$ cat src/rtl/upa1_mc_if.sv
// upa1_mc_if -- request/result/load bundle for the multi-channel a1 update stage.
//   master: adaptive-predictor control side (drives requests, loads, out_ready)
//   slave : upa1_mc
//   in_valid/in_ready/in_ch/PK0/PK1/SIGPK/A2P/TR : update request handshake
//   ld_en/ld_ch/ld_data                          : host coefficient load
//   out_valid/out_ready/out_ch/A1P               : result handshake
interface upa1_mc_if #(
    parameter int CHW = 2
);
    logic            in_valid;
    logic            in_ready;
    logic [CHW-1:0]  in_ch;
    logic            PK0;
    logic            PK1;
    logic            SIGPK;
    logic [15:0]     A2P;
    logic            TR;
    logic            ld_en;
    logic [CHW-1:0]  ld_ch;
    logic [15:0]     ld_data;
    logic            out_valid;
    logic            out_ready;
    logic [CHW-1:0]  out_ch;
    logic [15:0]     A1P;

    modport master (
        output in_valid, in_ch, PK0, PK1, SIGPK, A2P, TR,
        output ld_en, ld_ch, ld_data, out_ready,
        input  in_ready, out_valid, out_ch, A1P
    );

    modport slave (
        input  in_valid, in_ch, PK0, PK1, SIGPK, A2P, TR,
        input  ld_en, ld_ch, ld_data, out_ready,
        output in_ready, out_valid, out_ch, A1P
    );
endinterface

$ cat src/rtl/upa1_mc.sv
// upa1_mc -- multi-channel pipelined a1 update for the ADPCM pole predictor.
// Holds one a1 coefficient per channel, applies gain/leak update, limits the
// result against LIMIT - A2P and zeroes it on a tone transition.
// Two stages: S1 (request regs + combinational update) -> out regs.
//   clk   : clock, rising edge
//   reset : asynchronous, active-high
//   bus   : upa1_mc_if.slave (request, load and result handshakes)
module upa1_mc #(
    parameter int NCH        = 4,
    parameter int CHW        = 2,
    parameter int GAIN       = 192,
    parameter int LEAK_SHIFT = 8,
    parameter int LIMIT      = 15360
) (
    input  logic         clk,
    input  logic         reset,
    upa1_mc_if.slave     bus
);
    localparam int STAGES = 2;
    localparam logic signed [15:0] GAIN16  = 16'(GAIN);
    localparam logic signed [15:0] LIMIT16 = 16'(LIMIT);

    typedef struct packed {
        logic [CHW-1:0] ch;
        logic           pk0;
        logic           pk1;
        logic           sigpk;
        logic [15:0]    a2p;
        logic           tr;
    } req_t;

    // vld_pipe[1]: S1 occupied, vld_pipe[2]: result presented on out_*
    logic [STAGES:1]        vld_pipe;
    req_t                   s1_q;
    logic [NCH-1:0][15:0]   coef;
    logic [CHW-1:0]         out_ch_q;
    logic [15:0]            a1p_q;

    logic                   s1_adv;
    logic                   in_ready;
    logic signed [15:0]     a1, uga1, ula1, a1t, bnd, a1p_n;

    assign s1_adv        = vld_pipe[1] & (~vld_pipe[2] | bus.out_ready);
    assign in_ready      = ~vld_pipe[1] | s1_adv;
    assign bus.in_ready  = in_ready;
    assign bus.out_valid = vld_pipe[2];
    assign bus.out_ch    = out_ch_q;
    assign bus.A1P       = a1p_q;

    // S1 update arithmetic, all mod 2^16. An out-of-range channel matches no
    // coefficient, so it computes from A1=0 and never writes back.
    always_comb begin
        a1 = '0;
        for (int i = 0; i < NCH; i++)
            if (32'(s1_q.ch) == i) a1 = coef[i];
        uga1  = s1_q.sigpk ? 16'sd0 : ((s1_q.pk0 ^ s1_q.pk1) ? -GAIN16 : GAIN16);
        ula1  = -(a1 >>> LEAK_SHIFT);
        a1t   = a1 + uga1 + ula1;
        bnd   = LIMIT16 - signed'(s1_q.a2p);
        a1p_n = a1t;
        if (a1t > bnd)
            a1p_n = bnd;
        else if (a1t < -bnd)
            a1p_n = -bnd;
        if (s1_q.tr)
            a1p_n = '0;
    end

    always_ff @(posedge clk or posedge reset) begin
        if (reset) begin
            vld_pipe <= '0;
            s1_q     <= '0;
        end else begin
            if (in_ready) begin
                vld_pipe[1] <= bus.in_valid;
                if (bus.in_valid)
                    s1_q <= '{ch: bus.in_ch, pk0: bus.PK0, pk1: bus.PK1,
                               sigpk: bus.SIGPK, a2p: bus.A2P, tr: bus.TR};
            end
            if (s1_adv)
                vld_pipe[2] <= 1'b1;
            else if (bus.out_ready)
                vld_pipe[2] <= 1'b0;
        end
    end

    always_ff @(posedge clk or posedge reset) begin
        if (reset) begin
            out_ch_q <= '0;
            a1p_q    <= '0;
        end else if (s1_adv) begin
            out_ch_q <= s1_q.ch;
            a1p_q    <= a1p_n;
        end
    end

    // Write-back lands on the same edge S1 advances, so a following request
    // for the same channel (entering S1 on that edge) reads the new value.
    // A host load to the same channel on that edge takes priority.
    always_ff @(posedge clk or posedge reset) begin
        if (reset) begin
            coef <= '0;
        end else begin
            for (int i = 0; i < NCH; i++) begin
                if (bus.ld_en && 32'(bus.ld_ch) == i)
                    coef[i] <= bus.ld_data;
                else if (s1_adv && 32'(s1_q.ch) == i)
                    coef[i] <= a1p_n;
            end
        end
    end
endmodule

$ cat src/flat_wrapper.sv
// flat-port wrapper written by rule: the top's interface ports become plain ports
module upa1_mc_flat 
#(
    parameter int NCH        = 4,
    parameter int CHW        = 2,
    parameter int GAIN       = 192,
    parameter int LEAK_SHIFT = 8,
    parameter int LIMIT      = 15360
)
  (clk, reset, bus_in_valid, bus_in_ch, bus_PK0, bus_PK1, bus_SIGPK, bus_A2P, bus_TR, bus_ld_en, bus_ld_ch, bus_ld_data, bus_out_ready, bus_in_ready, bus_out_valid, bus_out_ch, bus_A1P);
  upa1_mc_if #(.CHW(CHW)) bus_i ();
  input  logic clk;
  input  logic reset;
  input wire logic [$bits(bus_i.in_valid)-1:0] bus_in_valid;
  input wire logic [$bits(bus_i.in_ch)-1:0] bus_in_ch;
  input wire logic [$bits(bus_i.PK0)-1:0] bus_PK0;
  input wire logic [$bits(bus_i.PK1)-1:0] bus_PK1;
  input wire logic [$bits(bus_i.SIGPK)-1:0] bus_SIGPK;
  input wire logic [$bits(bus_i.A2P)-1:0] bus_A2P;
  input wire logic [$bits(bus_i.TR)-1:0] bus_TR;
  input wire logic [$bits(bus_i.ld_en)-1:0] bus_ld_en;
  input wire logic [$bits(bus_i.ld_ch)-1:0] bus_ld_ch;
  input wire logic [$bits(bus_i.ld_data)-1:0] bus_ld_data;
  input wire logic [$bits(bus_i.out_ready)-1:0] bus_out_ready;
  output wire logic [$bits(bus_i.in_ready)-1:0] bus_in_ready;
  output wire logic [$bits(bus_i.out_valid)-1:0] bus_out_valid;
  output wire logic [$bits(bus_i.out_ch)-1:0] bus_out_ch;
  output wire logic [$bits(bus_i.A1P)-1:0] bus_A1P;
  assign bus_i.in_valid = bus_in_valid;
  assign bus_i.in_ch = bus_in_ch;
  assign bus_i.PK0 = bus_PK0;
  assign bus_i.PK1 = bus_PK1;
  assign bus_i.SIGPK = bus_SIGPK;
  assign bus_i.A2P = bus_A2P;
  assign bus_i.TR = bus_TR;
  assign bus_i.ld_en = bus_ld_en;
  assign bus_i.ld_ch = bus_ld_ch;
  assign bus_i.ld_data = bus_ld_data;
  assign bus_i.out_ready = bus_out_ready;
  assign bus_in_ready = bus_i.in_ready;
  assign bus_out_valid = bus_i.out_valid;
  assign bus_out_ch = bus_i.out_ch;
  assign bus_A1P = bus_i.A1P;
  upa1_mc #(.NCH(NCH), .CHW(CHW), .GAIN(GAIN), .LEAK_SHIFT(LEAK_SHIFT), .LIMIT(LIMIT)) u_core (.clk(clk), .reset(reset), .bus(bus_i));
endmodule
$ cat config.mk
export PLATFORM = sky130hd
export DESIGN_NAME = upa1_mc_flat
export DESIGN_NICKNAME = d
export VERILOG_FILES = /design/src/rtl/upa1_mc_if.sv /design/src/rtl/upa1_mc.sv /design/src/flat_wrapper.sv
export SDC_FILE = /design/constraint.sdc
export NUM_CORES = 1
export LEC_CHECK = 0
export CAP_MARGIN = 30
export CORE_ASPECT_RATIO = 1.75
export CORE_UTILIZATION = 35
export CTS_CLUSTER_DIAMETER = 150
export DETAILED_ROUTE_END_ITERATION = 10
export PLACE_DENSITY_LB_ADDON = 0.12
export SLEW_MARGIN = 20
export SYNTH_ARGS = -nofsm -noshare
export SYNTH_HDL_FRONTEND = slang
export SYNTH_SLANG_ARGS = --single-unit
$ cat constraint.sdc
create_clock -name clk -period 6.7 [get_ports clk]
set_input_delay 1.34 -clock clk [delete_from_list [all_inputs] [get_ports clk]]
set_output_delay 1.34 -clock clk [all_outputs]
set_load 0.05 [all_outputs]
==> results of run 1 <==
==> worst max-delay path, stage by stage (launching register included) <==
cell      delay (ps)
dfrtp_1          370
buf_12           210
mux4_2           510
inv_1            120
ha_1             250
ha_1             240
fa_1             420
a21oi_1          180
nand4b_1         180
nand3b_1         150
xor2_2           270
ha_1             300
a2111o_1         470
nor2_1           110
nand3_1          170
a211oi_2         290
a211oi_1         130
or4_4            570
nand4_2          210
buf_4            250
o32ai_1          120
a311oi_2         450
o21ai_0          160
==> worst max path at each step <==
stage                                               end  slack (ps)                   startpoint
final                     u_core.bus.A1P[6]$_DFFE_PP0P_         400  u_core.s1_q[21]$_DFFE_PP0P_
after global routing      u_core.bus.A1P[7]$_DFFE_PP0P_          70  u_core.s1_q[21]$_DFFE_PP0P_
after CTS                   u_core.coef[41]$_DFFE_PP0P_         150  u_core.s1_q[21]$_DFFE_PP0P_
after detailed placement    u_core.coef[41]$_DFFE_PP0P_         140  u_core.s1_q[21]$_DFFE_PP0P_
after global placement      u_core.coef[44]$_DFFE_PP0P_         150  u_core.s1_q[21]$_DFFE_PP0P_
after floorplan           u_core.bus.A1P[7]$_DFFE_PP0P_          70  u_core.s1_q[21]$_DFFE_PP0P_
==> final cells by class <==
| class | instances | area, um^2 | area share (%) |
|---|---|---|---|
| Clock buffer | 9 | 225.2 | 2.530 |
| Clock inverter | 7 | 51.30 | 0.5763 |
| Inverter | 39 | 148.9 | 1.673 |
| Multi-Input combinational cell | 589 | 4592 | 51.59 |
| Sequential cell | 106 | 2653 | 29.80 |
| Tap cell | 252 | 315.3 | 3.542 |
| Timing Repair Buffer | 98 | 915.9 | 10.29 |
==> cells by family (layout without fill, tap and decap cells) <==
family	Yosys count	after routing	synth area share (%)
buf+inv	81	153	4.357
mux	40	40	8.415
xor+xnor	38	38	4.424
compound gates	238	238	21.45
simple gates	212	212	14.95
fa+ha+maj	61	61	11.14
flops	106	106	35.26
==> placed cells by master, fill, tap and decap left out, types with 5 or more instances in the layout <==
master           count
a21o_1              11
a21oi_1             20
a22oi_1             64
a311oi_2             5
and2_1               7
and3_1               8
buf_4               32
clkbuf_16            9
clkdlybuf4s50_1     64
dfrtp_1            106
fa_1                10
ha_1                51
inv_1               38
mux2_2              22
mux4_2              16
nand2_1             54
nand2b_1            12
nand3_1             19
nand3b_1             5
nand4_1              5
nor2_1              30
nor2b_1              6
nor3_1              23
nor4_1              10
o21ai_0             74
o21ai_1              9
o31ai_1             10
or3_1                5
xnor2_1             21
xor2_1              16
==> timing repair <==
action | CTS | global route
buffers inserted | 0 | 2
endpoints found under the setup margin | 0 | 75
resized for setup | 0 | 7
==> sequential cells by signal, indices dropped and copies added (netlist names) <==
register,cells
u_core.bus.A1P,16
u_core.bus.out_ch,2
u_core.s1_q,22
u_core.vld_pipe,2
u_core.coef,64
==> metrics by stage <==
stage               utilization (%)  instances  area (um^2)
CTS                           42.10       1098         8848
floorplan                         -        776         7523
global route                  42.35       1100         8901
detailed placement            40.78       1082         8572
global placement              40.71       1081         8557
finish                        42.35       1100         8901
==> routing by layer <==
metal	GRT usage [%]	up-vias
met1	24.64	3195
li1	-	3020
met5	0	-
met3	3.429	59
met4	13.28	0
met2	43.00	232
==> summary.md, run 1 <==
| Metric | Value |
|---|---|
| Status | completed |
| Final Max Slew Viols | 0 |
| Buffers added on ports | 64 |
| Worst reg2reg path depth | 22 |
| Starting density of the core | 35.79% |
| Setup ws final | 395.7 ps |
| Largest area contributor in the netlist | dfrtp_1 |
| IO Pins | 65 |
| DRC | 0 |
| Hold path start | u_core.bus.A1P[0]$_DFFE_PP0P_ |
| Post-synth cell types | 71 |
| Mapped Nets | 882 |
| Hold buffer count at cts | 0 |
| Fin crit share | 94.09% |
| Routed WL | 24460 um |
| Syn Area/Cell | 9.695 um^2 |
| Hold Path Depth | 2 |
| Final Hold Violating Endpoints | 0 |
| Uppermost routed layer | met4 |
| Vias in the first global route | 6845 |
| Element type at the critical path end | flop |
| R2R setup slack | 400 ps |
| Post-synthesis sequential area ratio | 35.26% |
| Global route overflow | 0 |
| #FFs+latches synth | 106 |
| EDFF count, synth | 0 |
| CP Data Required Time | 6920 ps |
| Synth Cell Area | 7523 um^2 |
| Routed WL per cell | 22.24 um |
| Yosys Warn Count | 0 |
| Synthesis-to-layout area growth | 18.31% |
| FF-to-FF End | u_core.bus.A1P[6]$_DFFE_PP0P_ |
| Area contributors post-synth | dfrtp_1 (35%), ha_1 (8.5%), a22oi_1 (6.4%), o21ai_0 (4.9%), mux4_2 (4.8%) |
| Nets | 949 |
| Clk slew on worst S/H paths | 80 ps |
| Vias per cell | 5.915 |
| Startpoint Class | flop |
| Cells after Synth | 776 |
| Minimum clock period | 6304 ps |
| CP Data Arrival Time | 6520 ps |
| Count leader, synth | dfrtp_1 |
| Reg-to-reg startpoint | u_core.s1_q[21]$_DFFE_PP0P_ |
| Routed Antenna Nets | 0 |
| Pre-antenna DRT Iters | 6 |
| Hold WS | 486.5 ps |
| Longest Clk Path Bufs | 2 |
| Final number of setup-violating endpoints | 0 |
| Hold endpoint | u_core.bus.A1P[0]$_DFFE_PP0P_ |
| H-tree Lvls | 3 |
| CTS Sinks | 106 |
| Largest net degree at the start of global routing | 63 |
| Initial antenna violation count | 0 |
| Worst min-delay path class | reg -> reg |
| F_max | 158.6 MHz |
| TritonCTS buffer count | 9 |
| Place WS | 140.1 ps |
| Die height | 196.0 um |
| Fin Setup TNS | 0 ps |
| Floorplan Core Area | 21020 um^2 |
| Commonest cells in the netlist | dfrtp_1 (106), o21ai_0 (74), a22oi_1 (64) |
| # rows | 70 |
| Iter 0 DRT Violations | 381 |
| RSZ-0062 raised after global routing | no |
| Wire length on met1 | 9090 um |
| Met2 Wirelength | 13160 um |
| Die width | 112.8 um |
| Setup Skew | 12.92 ps |
| Ys async rst share | 100.0% |
| Setup CP Type | reg -> reg |
| Ant diodes | 0 |
| Routability cong. | 0.9555 |
| Clock tree from TritonCTS | done |
| First-pass GRT wire length | 38420 um |
| Relative slew slack | 35.89% |
| Top FF cell, synth | dfrtp_1 |
| Via total after detailed routing | 6506 |
| Slew @ Worst Pin | 960.6 ps |
| Die area | 22110 um^2 |
| CP Max Fanout | 21 |
| MaxCap Viol Count | 0 |
| Skew-Pair Late Insertion Delay | 370 ps |
| Share of cells above drive strength 1 | 14.50% |
| Fill count | 2105 |
| Routed wl met3 | 1018 um |
| DP HPWL | 18750 um |
| Total GRT Usage | 23.18% |
| Yosys top cell area share | 35.26% |
| Clock root cell | clkbuf_16 |
Power of run 1 is not shown: default switching activity piles up to over one toggle a cycle in this logic, so the estimate is an artifact.
==> run 2: changes to the inputs <==
--- a/config.mk
+++ b/config.mk
@@ -7,6 +7,7 @@
 export LEC_CHECK = 0
 export CAP_MARGIN = 30
 export CORE_ASPECT_RATIO = 1.75
+export CORE_MARGIN = 2
 export CORE_UTILIZATION = 35
 export CTS_CLUSTER_DIAMETER = 150
 export DETAILED_ROUTE_END_ITERATION = 10
==> constraint.sdc (replaced) <==
create_clock -name clk -period 6.7 [get_ports clk]
set_input_delay 1.675 -clock clk [delete_from_list [all_inputs] [get_ports clk]]
set_output_delay 1.675 -clock clk [all_outputs]
set_load 0.05 [all_outputs]
==> summary.md, run 2 (synthesis results as in run 1) <==
| Metric | Value |
|---|---|
| IO Pins | 65 |
| Routed WL per cell | 22.21 um |
| Via total after detailed routing | 6613 |
| Die width | 114.8 um |
| FF-to-FF End | u_core.bus.A1P[9]$_DFFE_PP0P_ |
| Setup crit start | u_core.s1_q[21]$_DFFE_PP0P_ |
| Clk slew on worst S/H paths | 80 ps |
| Stages on the worst setup path | 22 |
| Worst min-delay path class | reg -> reg |
| Pre-antenna DRT Iters | 5 |
| Clock tree from TritonCTS | done |
| Fin crit share | 94.72% |
| RSZ-0062 raised after global routing | no |
| Crit path cell chain | buf_4 > mux4_2 > inv_1 > ha_1 > ha_1 > fa_1 > a21oi_1 > nand4b_1 > nand3b_1 > xor2_1 > ha_1 > a2111o_1 > nor2_1 > nand3_1 > a211oi_1 > a211oi_2 > or4_4 > nand4_4 > nor4_1 > buf_4 > a211oi_2 > o21ai_0 |
| Floorplan Core Area | 21320 um^2 |
| Clock root cell | clkbuf_16 |
| Relative slew slack | 32.81% |
| Final number of setup-violating endpoints | 0 |
| Startpoint Class | flop |
| CP Data Arrival Time | 6580 ps |
| Max stage delay on crit path | 580 ps |
| CP Data Required Time | 6930 ps |
| H-tree Lvls | 3 |
| Element type at the critical path end | flop |
| Slew @ Worst Pin | 1007 ps |
| CP Max Fanout | 10 |
| Setup Skew | 12.17 ps |
| Die area | 22730 um^2 |
| Routed Antenna Nets | 0 |
| Skew-Pair Late Insertion Delay | 370 ps |
| Most frequent cells in the layout | dfrtp_1 (106), o21ai_0 (73), a22oi_1 (64), clkdlybuf4s50_1 (64), nand2_1 (54) |
| Vias in the first global route | 6944 |
| Ant diodes | 0 |
| Buffers added on ports | 64 |
| CTS Sinks | 106 |
| WP buf/inv | 3 |
| Routability cong. | 0.8727 |
| Fill count | 2123 |
| First-pass GRT wire length | 38400 um |
| Total GRT Usage | 22.41% |
| Share of cells above drive strength 1 | 15.77% |
| R2R setup slack | 350 ps |
| Vias per cell | 5.952 |
| DRC | 0 |
| Final Hold Violating Endpoints | 0 |
| Largest net degree at the start of global routing | 73 |
| Post-route cell area | 9065 um^2 |
| DP HPWL | 18640 um |
| Commonest non-fill, non-tap cell in the layout | dfrtp_1 |
| Routed wl met3 | 1098 um |
| Largest Register | u_core.coef |
| Flip-flop count of the largest register after layout | 64 |
| # rows | 71 |
| Synthesis-to-layout area growth | 20.49% |
| Met2 Wirelength | 13400 um |
| Worst path most repeated cell | ha_1 |
| Hold buffer count at cts | 0 |
| Die height | 198.0 um |
| MaxCap Viol Count | 0 |
| Starting density of the core | 35.29% |
| Setup CP Type | reg -> reg |
| F_max | 157.6 MHz |
| Area after DPL | 8622 um^2 |
| Uppermost routed layer | met4 |
| Iter 0 DRT Violations | 427 |
| Nets | 957 |
| Worst reg2reg path depth | 22 |
| Status | completed |
| Top delay family on crit path | compound AO/OA/AOI/OAI gates |
| TritonCTS buffer count | 9 |
| Longest Clk Path Bufs | 2 |
| Wire length on met1 | 9107 um |
| Hold path start | u_core.bus.A1P[0]$_DFFE_PP0P_ |
| Slowest-stage cell, CP | or4_4 |
| Final Max Slew Viols | 0 |
| Minimum clock period | 6346 ps |
| Worst Setup EP | u_core.bus.A1P[9]$_DFFE_PP0P_ |
| Initial antenna violation count | 0 |
| Reg-to-reg startpoint | u_core.s1_q[21]$_DFFE_PP0P_ |
| Routed WL | 24680 um |
| Global route overflow | 0 |
## run 2: cell count changes in the layout (fill, tap and decap cells not counted), moves of 2 or more
cell      before  now
buf_4         32   37
buf_6          0    2
clkbuf_8       0    3
nor2_1        30   28
clkinv_2       3    0
nor2_2         1    3
## run 2: worst min-delay path by stage
| stage | end | slack (ps) | cells past startpoint |
|---|---|---|---|
| 3_5_place_dp | u_core.bus.A1P[0]$_DFFE_PP0P_ | 470 | 2 |
| 4_1_cts | u_core.bus.A1P[0]$_DFFE_PP0P_ | 490 | 2 |
| 6_report | u_core.bus.A1P[0]$_DFFE_PP0P_ | 490 | 2 |
| 2_1_floorplan | u_core.coef[16]$_DFFE_PP0P_ | 470 | 2 |
| 3_3_place_gp | u_core.bus.out_ch[0]$_DFFE_PP0P_ | 460 | 2 |
| 5_1_grt | u_core.bus.out_ch[0]$_DFFE_PP0P_ | 520 | 2 |
## run 2: worst register-to-register path, stage by stage, from the launching register on
cell      delay, ps
dfrtp_1         410
buf_4           200
mux4_2          500
inv_1           140
ha_1            250
ha_1            250
fa_1            420
a21oi_1         200
nand4b_1        180
nand3b_1        120
xor2_1          250
ha_1            300
a2111o_1        460
nor2_1          110
nand3_1         150
a211oi_1        440
a211oi_2        130
or4_4           580
nand4_4         210
nor4_1           80
buf_4           140
a211oi_2        510
o21ai_0         160
## run 2: timing repair
| action | CTS | global route |
|---|---|---|
| cloned | 0 | 0 |
| endpoints found under the setup margin | 14 | 75 |
| buffers inserted | 0 | 4 |
| resized for setup | 2 | 11 |
| pin swaps | 0 | 3 |
## run 2: per-stage QoR
step                      hold WS [ps]  std cells  utilization, %  setup slack [ps]  setup TNS, ps
after floorplan                  466.3        776               -             68.77              0
after detailed placement         468.5       1090           40.44            -251.0          -1160
after global placement           462.6       1088           40.32             9.420              0
final                            491.9       1111           42.52             353.9              0
after CTS                        493.4       1106           42.00             55.03              0
after global routing             523.9       1111           42.52             54.34              0
## run 2: area by class of cell
class	count	area (um^2)	area share, %
flip-flops and latches	106	2653	29.26
inverters	39	148.9	1.643
repair buffers	106	1003	11.07
clock buffers	12	266.5	2.940
well taps	255	319.1	3.520
multi-input cells	589	4619	50.96
clock inverters	4	55.05	0.6073
## run 2: routing by layer
metal  vias up  GRT usage (%)
li1       3037              -
met1      3316          24.13
met2       215          41.81
met3        45          3.061
met4         0          11.51
met5         -              0
Power of run 2 is left out for the same reason.
==> run 3: changes to the inputs <==
--- a/config.mk
+++ b/config.mk
@@ -8,10 +8,11 @@
 export CAP_MARGIN = 30
 export CORE_ASPECT_RATIO = 1.75
 export CORE_MARGIN = 2
-export CORE_UTILIZATION = 35
+export CORE_UTILIZATION = 53
 export CTS_CLUSTER_DIAMETER = 150
 export DETAILED_ROUTE_END_ITERATION = 10
 export PLACE_DENSITY_LB_ADDON = 0.12
+export RECOVER_POWER = 50
 export SLEW_MARGIN = 20
 export SYNTH_ARGS = -nofsm -noshare
 export SYNTH_HDL_FRONTEND = slang
==> summary.md, run 3 (synthesis results as in run 1) <==
| Metric | Value |
|---|---|
| Routability cong. | 0.9045 |
| Setup Skew | 11.50 ps |
| Buffers added on ports | 64 |
| First-pass GRT wire length | 35990 um |
| Slew @ Worst Pin | 1979 ps |
| RSZ-0062 raised after global routing | no |
| Top delay family on crit path | compound AO/OA/AOI/OAI gates |
| Commonest non-fill, non-tap cell in the layout | dfrtp_1 |
| Starting density of the core | 54.10% |
| Routed WL | 22760 um |
| Status | complete, but fails checks |
| H-tree Lvls | 3 |
| Worst path most repeated cell | buf_4 |
| Synthesis-to-layout area growth | 17.84% |
| CP Data Required Time | 6920 ps |
| Initial antenna violation count | 0 |
| Vias in the first global route | 6858 |
| Floorplan Core Area | 13910 um^2 |
| Largest Register | u_core.coef |
| Final Hold Violating Endpoints | 0 |
| Largest net degree at the start of global routing | 67 |
| Clk slew on worst S/H paths | 90 ps |
| Startpoint Class | flop |
| Post-Layout Cell Count | 1029 |
| Clock tree from TritonCTS | done |
| CTS Sinks | 106 |
| Final Max Slew Viols | 109 |
| TritonCTS buffer count | 9 |
| CP Max Fanout | 13 |
| Global route overflow | 0 |
| Fin crit share | 95.28% |
| CP Data Arrival Time | 6600 ps |
| Die width | 94.07 um |
| Final number of setup-violating endpoints | 0 |
| Max stage delay on crit path | 550 ps |
| Minimum clock period | 6384 ps |
| DP HPWL | 17100 um |
| Longest Clk Path Bufs | 2 |
| Element type at the critical path end | flop |
| Hold Path Depth | 2 |
| Via total after detailed routing | 6630 |
| Failing checks | capacitance limit, slew limit |
| Setup CP Type | reg -> reg |
| Total GRT Usage | 31.00% |
| Share of cells above drive strength 1 | 14.32% |
| Worst min-delay path class | reg -> reg |
| Final Util | 63.75% |
| Fin Setup TNS | 0 ps |
| Routed Antenna Nets | 0 |
| Routed WL per cell | 22.12 um |
| Worst reg2reg path depth | 25 |
| Die height | 161.6 um |
| Most frequent cells in the layout | dfrtp_1 (106), o21ai_0 (73), a22oi_1 (64) |
| DRC | 0 |
| Skew-Pair Late Insertion Delay | 370 ps |
| Vias per cell | 6.443 |
| F_max | 156.6 MHz |
| Clock root cell | clkbuf_16 |
| Stages on the worst setup path | 25 |
| MaxCap Viol Count | 2 |
| Pre-antenna DRT Iters | 6 |
| Relative slew slack | -32.67% |
| Hold buffer count at cts | 0 |
| Slowest-stage cell, CP | mux4_2 |
| IO Pins | 65 |
| # rows | 57 |
| Nets | 953 |
| Iter 0 DRT Violations | 324 |
| Die area | 15200 um^2 |
| Ant diodes | 0 |
| Flip-flop count of the largest register after layout | 64 |
| WP buf/inv | 5 |
| DP Cell Count | 1011 |
| Place WS | 190.9 ps |
| Setup ws final | 316.1 ps |
## run 3: cell count changes in the layout (fill, tap and decap cells not counted), sizes merged
cell           before  now
dlygate4sd3         0   16
clkbuf             12   11
inv                41   42
clkdlybuf4s50      64   48
clkinv              0    2
buf                42   36
## run 3: path summary, 6_finish.rpt
path	slack, ps	startpoint	to
setup / recovery	320	u_core.s1_q[21]$_DFFE_PP0P_	u_core.coef[51]$_DFFE_PP0P_
setup reg to reg	320	u_core.s1_q[21]$_DFFE_PP0P_	u_core.coef[51]$_DFFE_PP0P_
min in group asynchronous	2260	reset	u_core.bus.A1P[3]$_DFFE_PP0P_
max in group asynchronous	2060	reset	u_core.coef[6]$_DFFE_PP0P_
hold / removal	490	u_core.bus.A1P[15]$_DFFE_PP0P_	u_core.bus.A1P[15]$_DFFE_PP0P_
hold reg to reg	490	u_core.bus.A1P[15]$_DFFE_PP0P_	u_core.bus.A1P[15]$_DFFE_PP0P_
## run 3: area by class of cell
cell class,count,area (um^2)
Fill cell,1187,5041
Multi-Input combinational cell,589,4579
Sequential cell,106,2653
Clock inverter,7,112.6
Tap cell,177,221.5
Timing Repair Buffer,102,927.1
Clock buffer,9,225.2
Inverter,39,147.6
## run 3: metrics by stage
| step | hold WS, ps | cell area, um^2 |
|---|---|---|
| after floorplan | 466.3 | 7523 |
| after global placement | 462.7 | 8474 |
| after global routing | 517.3 | 8866 |
| final | 487.1 | 8866 |
| after CTS | 495.1 | 8827 |
| after detailed placement | 473.6 | 8489 |
## run 3: worst reg2reg max path, stage by stage, from the launching register on
cell,delay (ps)
dfrtp_1,360
buf_4,200
mux4_2,550
inv_1,80
fa_1,400
inv_1,70
ha_1,270
a21o_1,180
a21oi_1,280
o21ai_0,150
a311oi_1,260
buf_4,160
o21bai_1,50
a21oi_1,180
xnor2_1,210
ha_1,320
a2111o_1,410
a211oi_2,250
o2111ai_1,130
nor4b_1,200
a211oi_2,390
and2_1,230
buf_4,210
o32ai_1,120
a311oi_2,420
o21ai_0,150
## run 3: what timing repair did
| item | CTS | global route |
|---|---|---|
| gates resized for setup | 0 | 7 |
| endpoints found under the setup margin | 0 | 75 |
| setup buffers | 0 | 2 |
## run 3: per-layer routing
metal	up-vias	track usage [%]	wire, um
li1	3038	-	-
met5	-	0	0
met2	282	56.04	12030
met3	71	3.825	1210
met1	3239	34.58	8261
met4	0	16.73	1256
Power of run 3 is left out for the same reason.
